<file path="config.mk">
export PLATFORM = sky130hd
export DESIGN_NAME = mac_seq_ctrl
export DESIGN_NICKNAME = d
export VERILOG_FILES = /design/src/rtl/mac_seq_ctrl.sv
export SDC_FILE = /design/constraint.sdc
export NUM_CORES = 1
export LEC_CHECK = 0
export CAP_MARGIN = 10
export CORE_ASPECT_RATIO = 2
export CORE_MARGIN = 8
export CORE_UTILIZATION = 40
export CTS_BUF_LIST = sky130_fd_sc_hd__clkbuf_8
export DETAILED_ROUTE_END_ITERATION = 7
export GPL_TIMING_DRIVEN = 0
export PLACE_DENSITY = 0.66
export RECOVER_POWER = 25
export SLEW_MARGIN = 30
export SYNTH_ARGS = -nofsm -noshare
export SYNTH_HDL_FRONTEND = slang
export SYNTH_SLANG_ARGS = --single-unit
</file>
<file path="constraint.sdc">
create_clock -name clk -period 2.8 [get_ports clk]
set_clock_uncertainty 0.15 [all_clocks]
set_input_delay 0.28 -clock clk [delete_from_list [all_inputs] [get_ports clk]]
set_output_delay 0.28 -clock clk [all_outputs]
set_load 0.01 [all_outputs]
</file>
<file path="src/rtl/mac_seq_ctrl.sv">
// Sequencer for the MAC array west-edge instruction bus and L0 read strobe.
// WS mode: kernel load, kernel flush, execute, drain. OS mode: execute, drain.
module mac_seq_ctrl #(
  parameter int row    = 8,
  parameter int col    = 8,
  parameter int len_bw = 8
) (
  input  logic              clk,
  input  logic              reset,
  input  logic              start,
  input  logic              mode_in,
  input  logic [len_bw-1:0] len,
  input  logic              l0_empty,
  input  logic              ofifo_full,
  output logic              l0_rd,
  output logic [1:0]        inst_w,
  output logic              mode,
  output logic              busy,
  output logic              done,
  output logic [len_bw-1:0] issue_cnt
);

  localparam logic [2:0] IDLE   = 3'd0;
  localparam logic [2:0] KLOAD  = 3'd1;
  localparam logic [2:0] KFLUSH = 3'd2;
  localparam logic [2:0] EXEC   = 3'd3;
  localparam logic [2:0] DRAIN  = 3'd4;
  localparam logic [2:0] DONE   = 3'd5;

  // Phase counter covers both the flush (col) and drain (row+col) windows.
  localparam int PH_W = $clog2(row + col + 1);

  logic [2:0]        state, state_nxt;
  logic [len_bw-1:0] len_q;
  logic [len_bw-1:0] cnt_nxt;
  logic [PH_W-1:0]   ph_cnt, ph_nxt;
  logic              kload_fire, exec_fire;

  assign kload_fire = (state == KLOAD) && !l0_empty;
  assign exec_fire  = (state == EXEC) && !l0_empty && !ofifo_full;
  assign l0_rd      = kload_fire | exec_fire;
  assign busy       = (state != IDLE);
  assign done       = (state == DONE);

  always_comb begin
    state_nxt = state;
    cnt_nxt   = issue_cnt;
    ph_nxt    = ph_cnt;
    case (state)
      IDLE: begin
        cnt_nxt = '0;
        ph_nxt  = '0;
        if (start) begin
          if (len == '0)
            state_nxt = DONE;
          else if (mode_in)
            state_nxt = EXEC;
          else
            state_nxt = KLOAD;
        end
      end
      KLOAD: begin
        if (kload_fire) begin
          if (issue_cnt == len_bw'(row - 1)) begin
            state_nxt = KFLUSH;
            cnt_nxt   = '0;
          end else begin
            cnt_nxt = issue_cnt + len_bw'(1);
          end
        end
      end
      KFLUSH: begin
        if (ph_cnt == PH_W'(col - 1)) begin
          state_nxt = EXEC;
          ph_nxt    = '0;
        end else begin
          ph_nxt = ph_cnt + PH_W'(1);
        end
      end
      EXEC: begin
        // len_q is nonzero here: a zero length bypasses EXEC from IDLE.
        if (exec_fire) begin
          if (issue_cnt == len_q - len_bw'(1)) begin
            state_nxt = DRAIN;
            cnt_nxt   = '0;
          end else begin
            cnt_nxt = issue_cnt + len_bw'(1);
          end
        end
      end
      DRAIN: begin
        if (ph_cnt == PH_W'(row + col - 1)) begin
          state_nxt = DONE;
          ph_nxt    = '0;
        end else begin
          ph_nxt = ph_cnt + PH_W'(1);
        end
      end
      DONE: begin
        state_nxt = IDLE;
      end
      default: begin
        state_nxt = IDLE;
        cnt_nxt   = '0;
        ph_nxt    = '0;
      end
    endcase
  end

  always_ff @(posedge clk) begin
    if (reset) begin
      state     <= IDLE;
      issue_cnt <= '0;
      ph_cnt    <= '0;
      inst_w    <= '0;
      mode      <= 1'b0;
      len_q     <= '0;
    end else begin
      state     <= state_nxt;
      issue_cnt <= cnt_nxt;
      ph_cnt    <= ph_nxt;
      // Registered so the instruction lines up with the registered L0 data.
      inst_w    <= {exec_fire, kload_fire};
      if ((state == IDLE) && start) begin
        mode  <= mode_in;
        len_q <= len;
      end
    end
  end

endmodule

</file>
==> flow_summary.ini <==
[outcome]
status = completed

[sta]
fin_tns_setup_ns = 0
final.period_utilization_pct = 92.9
fin_ws_ns = 0.198
rsz0062_at_grt = false
period_needed_ns = 2.60
finalHoldViolCount = 0
finalMaxSlewViolations = 0
relSlewSlack_pct = 61.4
max_freq_mhz = 384
setup_viol = 0
worstMarginPinSlew_ns = 0.579

[yosys]
syn-num-nets = 245
ys_seq_area_share_pct = 30.9
synth_seq_cells = 27
ys_dominant_reg_cell = dfxtp_1
async_flop_share_pct = 0
synth_edf_count = 0
synth_cells = 226
yosysWarnings = 0
ys_types = 51
avgSynthCellArea_um2 = 7.75
syn_area_um2 = 1750

[cells_and_area]
regArea_um2 = 541
multiInputGateArea_um2 = 1100
final_net_count = 277
n_fill_cell = 453
drive_gt1_share_pct = 7.78
syn2layout_area_growth_pct = 22.1
num_antenna_cells = 0

[placement]
port_buffers = 27
routabilityCongestion = 0.829
dpl_worst_slack_ns = 0.0750
place_hpwl_um = 3650

[critical_path]
r2r_start = len_q[0]
worstSetupStartpointType = register
reg2reg_to = issue_cnt[5]
rrSetupSlack_ns = 0.20
cp-end-kind = register
worst-r2r-cell-count = 10
cp_max_fo = 10
arrival_ns = 2.61
required_ns = 2.81
critPathKind = reg2reg

[die]
ioPinCount = 28
rows = 34
die_w_um = 62.8
start_util_pct = 40.8
die_area_um2 = 6880
die_height_um = 110
core_area_um2 = 4300

[run]
max_cap_violations = 0

[grt]
gr-usage-all-layers_pct = 14.0
overflow = 0
grt_first_pass_wirelength_um = 7880
antenna_found_initial = 0
grt_max_degree = 15
grt_pass1_vias = 1806

[clock_network]
cts_tree = done
clk_pin_slew_worst_paths_ns = 0.10
cts-root-buf = clkbuf_8
clock_path_buffers = 2
htreeDepth = 1
cts-buffers-inserted = 3
cts.sinks = 27
cts_setup_buffers = 0
clk_latency_ns = 0.28

[route]
ant_nets = 0
first_iter_violations = 48
wl_per_cell_um = 14.9
num_vias = 1768
drt_first_pass_iters = 4
wl_um = 4630
vias_per_cell = 5.68
drc = 0

[pwr]
power_density_nw_per_um2 = 650
irDropWorstVdd_mv = 0.331
total_leakage_power_uw = 0.000813

[worst_hold_path]
holdPathEnd = mode
min_path_type = reg2reg
whs_path_depth = 2
hold_start = mode
-- synthesized netlist by cell type, types with 2 or more instances --
master / count / share of area [%]
nor3_1: 5 / 1.4
nand4_1: 4 / 1.4
a21oi_1: 16 / 4.6
nand2_1: 30 / 6.4
a31oi_1: 4 / 1.4
o31a_1: 2 / 1.0
o211a_1: 2 / 1.1
inv_1: 9 / 1.9
and3_1: 5 / 1.8
or2_2: 3 / 1.1
o22ai_1: 2 / 0.71
nor2_1: 19 / 4.1
o31ai_1: 3 / 1.3
o21ai_0: 7 / 2.0
a21o_1: 2 / 0.86
xnor2_1: 4 / 2.0
nand3_1: 7 / 2.0
a22oi_1: 5 / 2.1
nor2b_1: 7 / 2.5
nor4_1: 8 / 2.9
a211oi_1: 3 / 1.3
nand2b_1: 6 / 2.1
nor3b_1: 2 / 0.86
xor2_1: 4 / 2.0
and2_1: 2 / 0.71
clkbuf_8: 2 / 1.6
dfxtp_1: 27 / 31
ha_1: 5 / 3.6
buf_6: 2 / 1.3
o211ai_1: 3 / 1.3
clkbuf_1: 6 / 1.3
-- metrics by stage --
stage | hold WS, ns | cell area (um^2) | std cells | util (%) | total power (uW)
finish | 0.312 | 2140 | 311 | 49.8 | 1390
global route | 0.338 | 2140 | 311 | 49.8 | 1500
CTS | 0.323 | 2130 | 311 | 49.7 | 1400
detailed placement | 0.309 | 2090 | 307 | 48.6 | 1170
global placement | 0.304 | 2090 | 307 | 48.6 | 1170
floorplan | 0.207 | 1750 | 226 | - | 978
-- report_power, final --
| part | internal (uW) | total, uW | switching, uW |
|---|---|---|---|
| Clock | 98.7 | 227 | 128 |
| Combinational | 290 | 682 | 392 |
| Sequential | 434 | 483 | 49.2 |
-- critical path, stage by stage, from the launching register on --
cell and delay, ns:
dfxtp_1 0.32, clkbuf_1 0.28, inv_1 0.08, ha_1 0.25, and2b_2 0.21, o31a_1 0.28
a211oi_2 0.30, o2111ai_2 0.19, buf_6 0.18, a22oi_1 0.13, o31ai_1 0.10
-- how the worst max path moves through the flow --
stage	from	to	slack, ns
after floorplan	len_q[0]	issue_cnt[3]	0.41
after global placement	len_q[0]	issue_cnt[5]	0.09
after detailed placement	len_q[0]	issue_cnt[5]	0.07
after CTS	len_q[0]	issue_cnt[5]	0.05
after global routing	len_q[0]	issue_cnt[5]	0.05
final	len_q[0]	issue_cnt[5]	0.20
-- cell families after synthesis --
group / Yosys count / synth area share [%]
fa+ha+maj: 5 / 3.57
flops: 27 / 30.9
simple gates: 106 / 32.0
buf+inv: 21 / 6.71
xor+xnor: 8 / 4.00
mux: 1 / 0.571
compound gates: 58 / 22.3
-- sequential cells by signal (all words and copies together), names as in the netlist --
register and count:
inst_w 2, ph_cnt 5, len_q 8, mode 1, issue_cnt 8, state 3
-- final cells by class --
cell class,count,area share [%]
repair buffers,27,12.6
clock buffers,3,1.93
clock inverters,1,0.175
flip-flops and latches,27,25.3
plain buffers,12,3.92
well taps,54,3.16
multi-input cells,178,51.3
inverters,9,1.58
-- layout by cell type, fill, tap and decap left out, drive strengths merged, types with 2 or more instances in the layout --
| master | n |
|---|---|
| o31ai | 3 |
| inv | 10 |
| nor3b | 2 |
| dfxtp | 27 |
| o211ai | 3 |
| o21ai | 8 |
| or2 | 3 |
| nand3 | 7 |
| a21o | 2 |
| ha | 5 |
| o31a | 2 |
| clkbuf | 12 |
| nand2b | 6 |
| nor4 | 9 |
| xnor2 | 4 |
| o22ai | 2 |
| nand2 | 30 |
| clkdlybuf4s50 | 20 |
| dlygate4sd3 | 7 |
| buf | 3 |
| nor3 | 5 |
| and2 | 2 |
| a211o | 2 |
| o211a | 2 |
| xor2 | 4 |
| a211oi | 3 |
| o2111ai | 2 |
| nor2 | 19 |
| nand4 | 4 |
| a22oi | 5 |
| a21oi | 16 |
| a31oi | 4 |
| and3 | 5 |
| nor2b | 7 |
-- timing repair --
item,4_1_cts,5_1_grt
endpoints found under the setup margin,0,7
hold buffers,0,0
resized for setup,0,1
-- layer usage --
metal	GRT usage [%]	vias up	share of wire, %
met5	0	-	0
met4	10.8	0	4.8
met3	2.65	19	3.9
met2	27.1	43	54
met1	12.3	827	37
li1	-	879	-
No activity file was read; power rests on OpenSTA's default activity.
